`src/rtl/hs_rr_arbiter.sv`:
```
// hs_rr_arbiter
// N-way round-robin packet arbiter. It merges N upstream ready/valid streams
// into one downstream stream. A grant lasts for a whole packet, which ends on
// the beat that has last set. After each packet there is one idle cycle, and
// the arbiter re-arbitrates in that cycle.
//
// Optional feature macro: ARB_OUT_REG_EN
//   undefined : the output path is combinational from the granted requester,
//               so a beat reaches the downstream port in the same cycle.
//   defined   : the output comes from a 2-entry registered skid buffer.
//               Upstream ready is a registered not-full flag.
//
// state | meaning
// ------+---------------------------------------------------------------
// IDLE  | no grant; searches ptr+1, ptr+2, ... for a valid requester
// GRANT | requester gnt owns the output until its last beat fires
module hs_rr_arbiter #(
    parameter int WIDTH = 32,
    parameter int N     = 4,
    parameter int IDW   = $clog2(N)
) (
    input  logic               clk,
    input  logic               rst_n,
    input  logic [N*WIDTH-1:0] req_data,
    input  logic [N-1:0]       req_valid,
    input  logic [N-1:0]       req_last,
    output logic [N-1:0]       req_ready,
    output logic [WIDTH-1:0]   data_out,
    output logic [IDW-1:0]     id_out,
    output logic               last_out,
    output logic               valid_down_out,
    input  logic               ready_down_in,
    output logic               busy
);

    typedef enum logic {
        IDLE  = 1'b0,
        GRANT = 1'b1
    } state_t;

    // ptr resets to the last index, so requester 0 is searched first
    localparam logic [IDW-1:0] PTR_RST = IDW'(N - 1);

    state_t           state;
    logic [IDW-1:0]   gnt;
    logic [IDW-1:0]   ptr;
    logic [IDW-1:0]   pick;
    logic [IDW-1:0]   pick_hi;
    logic [IDW-1:0]   pick_lo;
    logic             found_hi;
    logic             found_lo;
    logic             any_valid;
    logic             in_grant;
    logic             up_ready;
    logic             up_fire;
    logic [WIDTH-1:0] sel_data;
    logic             sel_valid;
    logic             sel_last;

    assign in_grant = (state == GRANT);
    assign busy     = in_grant;

    // Round-robin search. The lowest valid index above ptr wins. If there is
    // none, the search wraps and the lowest valid index at or below ptr wins.
    always_comb begin
        pick_hi  = '0;
        pick_lo  = '0;
        found_hi = 1'b0;
        found_lo = 1'b0;
        for (int i = N - 1; i >= 0; i--) begin
            if (req_valid[i]) begin
                if (IDW'(i) > ptr) begin
                    pick_hi  = IDW'(i);
                    found_hi = 1'b1;
                end else begin
                    pick_lo  = IDW'(i);
                    found_lo = 1'b1;
                end
            end
        end
        any_valid = found_hi | found_lo;
        pick      = found_hi ? pick_hi : pick_lo;
    end

    // Select the granted requester's data, valid and last
    always_comb begin
        sel_data  = '0;
        sel_valid = 1'b0;
        sel_last  = 1'b0;
        for (int i = 0; i < N; i++) begin
            if (gnt == IDW'(i)) begin
                sel_data  = req_data[i*WIDTH +: WIDTH];
                sel_valid = req_valid[i];
                sel_last  = req_last[i];
            end
        end
    end

    // Only the granted requester sees ready; everyone else is held off
    always_comb begin
        req_ready = '0;
        for (int i = 0; i < N; i++) begin
            req_ready[i] = in_grant && (gnt == IDW'(i)) && up_ready;
        end
    end

    assign up_fire = in_grant && sel_valid && up_ready;

    // Arbitration FSM: grant on a valid request; release on the last-beat fire
    always_ff @(posedge clk or negedge rst_n) begin
        if (!rst_n) begin
            state <= IDLE;
            gnt   <= '0;
            ptr   <= PTR_RST;
        end else begin
            case (state)
                IDLE: begin
                    if (any_valid) begin
                        gnt   <= pick;
                        state <= GRANT;
                    end
                end
                GRANT: begin
                    if (up_fire && sel_last) begin
                        ptr   <= gnt;
                        state <= IDLE;
                    end
                end
                default: state <= IDLE;
            endcase
        end
    end

`ifdef ARB_OUT_REG_EN
    logic [1:0]       count;
    logic [1:0]       count_nx;
    logic             not_full_q;
    logic             push;
    logic             pop;
    logic [WIDTH-1:0] e0_data;
    logic [WIDTH-1:0] e1_data;
    logic [IDW-1:0]   e0_id;
    logic [IDW-1:0]   e1_id;
    logic             e0_last;
    logic             e1_last;

    // Ready is registered so that upstream never sees a combinational path
    // from ready_down_in. The flag tracks the next occupancy.
    assign up_ready = not_full_q;
    assign push     = up_fire;
    assign pop      = (count != 2'd0) && ready_down_in;

    // Occupancy after this cycle's push and pop
    always_comb begin
        count_nx = count;
        if (push && !pop) begin
            count_nx = count + 2'd1;
        end else if (!push && pop) begin
            count_nx = count - 2'd1;
        end
    end

    // Skid buffer: e0 is the head entry, e1 holds the overflow beat
    always_ff @(posedge clk or negedge rst_n) begin
        if (!rst_n) begin
            count      <= 2'd0;
            not_full_q <= 1'b1;
            e0_data    <= '0;
            e0_id      <= '0;
            e0_last    <= 1'b0;
            e1_data    <= '0;
            e1_id      <= '0;
            e1_last    <= 1'b0;
        end else begin
            count      <= count_nx;
            not_full_q <= (count_nx != 2'd2);
            if (push && ((count == 2'd0) || ((count == 2'd1) && pop))) begin
                e0_data <= sel_data;
                e0_id   <= gnt;
                e0_last <= sel_last;
            end else if (push && (count == 2'd1)) begin
                e1_data <= sel_data;
                e1_id   <= gnt;
                e1_last <= sel_last;
            end else if (pop && (count == 2'd2)) begin
                e0_data <= e1_data;
                e0_id   <= e1_id;
                e0_last <= e1_last;
            end
        end
    end

    assign data_out       = e0_data;
    assign id_out         = e0_id;
    assign last_out       = e0_last;
    assign valid_down_out = (count != 2'd0);
`else
    // Zero-latency pass-through; outputs are forced to zero outside GRANT
    assign up_ready       = ready_down_in;
    assign valid_down_out = in_grant && sel_valid;
    assign data_out       = in_grant ? sel_data : '0;
    assign id_out         = in_grant ? gnt : '0;
    assign last_out       = in_grant && sel_last;
`endif

endmodule

```
`config.mk`:
```
export PLATFORM = sky130hd
export DESIGN_NAME = hs_rr_arbiter
export DESIGN_NICKNAME = d
export VERILOG_FILES = /design/src/rtl/hs_rr_arbiter.sv
export SDC_FILE = /design/constraint.sdc
export NUM_CORES = 1
export LEC_CHECK = 0
export ABC_AREA = 1
export ABC_CLOCK_PERIOD_IN_PS = 1800
export BUFFER_PORTS_ARGS = -buffer_cell sky130_fd_sc_hd__clkbuf_2
export CORE_AREA = 2 2 70 72
export CTS_BUF_LIST = sky130_fd_sc_hd__clkbuf_8
export DETAILED_ROUTE_END_ITERATION = 6
export DIE_AREA = 0 0 72 74
export PLACE_DENSITY_LB_ADDON = 0.3
export SLEW_MARGIN = 40
export SYNTH_ARGS = -nofsm -noshare
export SYNTH_HDL_FRONTEND = slang
export SYNTH_SLANG_ARGS = --single-unit
```
`constraint.sdc`:
```
create_clock -name clk -period 1.8 [get_ports clk]
set_input_delay 0.18 -clock clk [delete_from_list [all_inputs] [get_ports clk]]
set_output_delay 0.18 -clock clk [all_outputs]
set_load 0.05 [all_outputs]
```
Word-level counts from Yosys, hierarchy flattened
Index checks and enable logic that the tools add are counted.
Cells by class
  equal/unequal tests: 3
  bitwise logic cells: 2
  mux-type cells: 50
  $lt $le $gt $ge: 4
  reduce and logical (&&, ||, !) cells: 15
Operators by type and width (count)
  32-bit 2-to-1 mux: 5
  2-bit 2-to-1 mux: 18
  1-bit 2-to-1 mux: 26
  1-bit logical AND: 12
  2-bit equality test, second input constant: 2
  1-bit by 2-bit > comparator with 1-bit output, first input constant: 2
  2-bit > comparator, first input constant: 2
  2-bit AND reduction: 2
  2-bit by 1-bit equality test with 1-bit output, second input constant: 1
  2-bit logical NOT: 1
  1-bit one-hot mux with 2 select lines: 1
  1-bit NOT: 1
  1-bit bitwise OR: 1
Word-level totals
  logic and storage cells: 77
  output and inout bits: 41
  bits in registers: 5

Depth between registers and ports, before layout
  word-level depth: 12
  gate-level depth with buffers: 9
  depth with buffers taken out: 8

Worst setup path before layout
No wires, ideal clock.
  path type: register -> output
  from: reg state, in the netlist busy
  to: out req_ready[1]
  setup slack: -404 ps
  data arrival time: 2024 ps
  stages on the path, launching flop included: 4
  path buffers: 1
  path through: dfrtp_1 > clkbuf_1 > nand2_1 > nor3_1
Between the ends
  cells in the longest elaborated chain, start to end: 2
RTL lines
  from (decl): line 44  | state_t state;
  from (signal assigned): line 112  | state <= IDLE;
  from (signal assigned): line 120  | state <= GRANT;
  from (signal assigned): line 126  | state <= IDLE;
  1-bit logical AND (2 in series): line 103  | req_ready[i] = in_grant && (gnt == IDW'(i)) && up_ready;
  to (decl): line 27  | output logic [N-1:0] req_ready,
Every way passes these cells.

Worst setup path after layout
  from: reg gnt[0]
  to: out data_out[22]
Between the ends
  cells in the longest elaborated chain, start to end: 6
RTL lines
  from (decl): line 45  | logic [IDW-1:0] gnt;
  from (signal assigned): line 119  | gnt <= pick;
  2-bit logical NOT: line 91  | if (gnt == IDW'(i)) begin
  32-bit 2-to-1 mux (3 in series): line 91
  32-bit 2-to-1 mux *: line 91
  32-bit 2-to-1 mux *: line 201  | assign data_out = in_grant ? sel_data : '0;
  to (decl): line 28  | output logic [WIDTH-1:0] data_out,
Mark *: on every way between the ends. The rest lies on a longest branch, timed or not.

==> flow_metrics.env <==
export IMPL_cp_start_kind="register"
export IMPL_finalHoldViolCount=0
export IMPL_die_area_um2=5330
export IMPL_period_needed_ps=1900
export IMPL_drt_vias_per_instance=5.18
export IMPL_grt_use_total_pct=25.6
export IMPL_routedWlPerCell_um=13.6
export IMPL_violations="setup timing"
export IMPL_grt_pass1_vias=2486
export IMPL_diodes=0
export IMPL_rsz0062_at_grt="yes"
export IMPL_cap_violations=0
export IMPL_drv_slew=0
export IMPL_setup_viol=28
export IMPL_relSlewSlack_pct=77.5
export IMPL_drt_pass1_iter_count=5
export IMPL_worst_clock_skew_ps=0.149
export IMPL_wl_mm=7.45
export IMPL_crit_path_max_fanout=9
export IMPL_cts_root_buf="clkbuf_8"
export IMPL_ys_warnings_count=0
export IMPL_die_h_um=74
export IMPL_overflow=0
export IMPL_drt_initial_drc_count=154
export IMPL_max_freq_mhz=526
export IMPL_drc=0
export IMPL_antenna_found_initial=0
export IMPL_synthCells=302
export IMPL_grt_start_max_net_pins=25
export IMPL_worstPathRequired_ps=1620
export IMPL_portBuffers=179
export IMPL_vias=2832
export IMPL_hold_slack_ps=314
export IMPL_core_area_um2=4600
export IMPL_leakagePower_nw=1.74
export IMPL_placementRows=25
export IMPL_num_nets_final=633
export IMPL_crit_path_end_kind="output port"
export IMPL_worstMarginPinSlew_ps=334
export IMPL_clk_latency_ps=220
export IMPL_die_w_um=72
export IMPL_hpwlAfterDp_mm=5.62
export IMPL_fin_ws_ps=-99.7
export IMPL_syn_num_nets=441
export IMPL_synthDistinctLibCells=26
export IMPL_fin_util_pct=65.8
export IMPL_hold_class="primary input to register"
export IMPL_cp_data_arrival_time_ps=1720
export IMPL_start_util_pct=34.1
export IMPL_dpl_cell_area_um2=2640
export IMPL_status="complete, but fails checks"
export IMPL_synth_cell_area_um2=1570
export IMPL_drive_gt1_share_pct=47.9
export IMPL_cts_path_max_buffers=2
export IMPL_design_area_um2=3030
export IMPL_htree_num_levels=1
export IMPL_ir_worst_vdd_mv=1.46
export IMPL_ys_ff_latch=5
export IMPL_finalCritPeriodShare_pct=106
export IMPL_antenna_left=0
export IMPL_ys_seq_area_share_pct=8.13
export IMPL_syn_to_final_growth_pct=92.7
export IMPL_cts_sinks=5
export IMPL_grt_pass1_wl_mm=11.1
export IMPL_clkTransAtPathRegs_ps=40
export IMPL_p_per_area_nw_per_um2=2180
export IMPL_path_class="register to output port"
export IMPL_cts_buffers=3
export IMPL_gp_congestion=0.909
export IMPL_cts_tree="yes"
export IMPL_boundaryPins=180
export IMPL_postSynthAreaPerCell_um2=5.20
cell families after synthesis:
| group | count (synthesis) | synth area share, % |
|---|---|---|
| AO/OA/AOI/OAI | 74 | 29.4 |
| buffers and inverters | 64 | 18.6 |
| flip-flops | 5 | 8.13 |
| AND/OR/NAND/NOR | 159 | 43.9 |
cells in the mapped netlist:
library cell	instances	share of area [%]
o211ai_1	29	14
dfrtp_1	3	4.8
nor2_1	34	8.1
nand3_1	41	13
nand2_4	1	0.72
nor2_2	1	0.40
buf_6	4	2.9
buf_2	8	2.5
nand3_2	1	0.64
nor3_1	2	0.64
nand2_2	1	0.40
inv_2	2	0.48
dfstp_2	2	3.3
or2_2	2	0.80
o21bai_1	3	1.4
or2_0	1	0.40
o21ai_0	24	7.6
nand2_1	72	17
and2_1	1	0.40
a21oi_1	15	4.8
inv_1	39	9.3
buf_4	3	1.4
clkbuf_1	8	1.9
nor2_4	1	0.72
o221ai_1	3	1.7
nand4_1	1	0.40
cell type report:
class	instances	area (um2)
clock buffers	3	41.3
repair inverters	1	6.26
well taps	54	67.6
multi-input cells	233	1220
inverters	41	171
flip-flops and latches	5	129
repair buffers	209	1380
clock inverters	1	3.75
fillers	424	1570
what timing repair did:
action | 4_1_cts | 5_1_grt
hold buffers | 1 | 0
pin swaps | 4 | 6
endpoints found under the hold margin | 5 | 0
cloned | 3 | 0
endpoints found under the setup margin | 33 | 34
buffers inserted | 6 | 0
gates resized for setup | 53 | 20
through the flow:
stage / power (mW) / setup WS (ps) / TNS [ps] / cells
2_1_floorplan: 4.27 / -404 / -4330 / 302
4_1_cts: 6.47 / -103 / -1180 / 547
3_5_place_dp: 5.60 / -31.3 / -101 / 533
3_3_place_gp: 5.55 / 44.0 / 0 / 533
5_1_grt: 7.01 / -198 / -4090 / 547
6_report: 6.59 / -99.7 / -1350 / 547
placed cells by master, fill, tap and decap left out:
cell type      count
clkbuf_2         143
nand2_1           72
nand3_1           41
inv_1             39
o211ai_1          29
nor2_1            27
clkbuf_4          26
o21ai_0           23
buf_4             22
a21oi_1           11
clkbuf_8           8
nor2_4             6
buf_12             6
o221ai_1           3
nor2_2             3
o21bai_1           3
buf_6              3
or2_2              2
a21oi_2            2
a21oi_4            2
nor3_1             2
dfrtp_1            2
dfstp_2            2
nand2_4            1
inv_6              1
clkinv_8           1
o21ai_1            1
inv_2              1
or2_0              1
nand2_2            1
nand3_2            1
nand4_1            1
and2_1             1
bufbuf_16          1
buf_16             1
inv_4              1
dfrtp_2            1
dlygate4sd3_1      1
buf_8              1
where the power goes:
group / leakage [nW] / internal [mW] / switching (mW)
registers: 0.0549 / 0.179 / 0.0516
clock network: 0.0269 / 0.146 / 0.0554
logic: 1.65 / 2.14 / 4.01
total: 1.74 / 2.46 / 4.12
worst paths after layout:
check	start	slack, ps	endpoint	cells past startpoint
max in group asynchronous	rst_n	1250	ptr[0]$_DFFE_PN1P_	2
max	gnt[0]$_DFFE_PN0P_	-100	data_out[22]	7
min	ready_down_in	310	ptr[1]$_DFFE_PN1P_	5
min in group asynchronous	rst_n	330	gnt[1]$_DFFE_PN0P_	2
max reg2reg	gnt[0]$_DFFE_PN0P_	170	busy$_DFF_PN0_	9
min reg2reg	ptr[0]$_DFFE_PN1P_	600	ptr[0]$_DFFE_PN1P_	3
registers in the layout (all words and copies together), names as in the netlist:
name	cells
busy	1
gnt	2
ptr	2
per-layer routing:
metal	vias to the layer above	GRT usage [%]	wire length, um	share of wire, %
met5	-	0	0	0
met4	0	6.50	146	2.0
li1	1383	-	-	-
met1	1316	30.6	2910	39
met3	18	3.66	427	5.7
met2	115	48.1	3960	53
critical path: stages, from the launching register on:
cell and delay (ps):
dfrtp_2 410, buf_4 150, nor2_4 100, inv_1 150, buf_4 180, o211ai_1 240
a21oi_4 80, clkbuf_8 180
(Power assumes the default switching activity.)
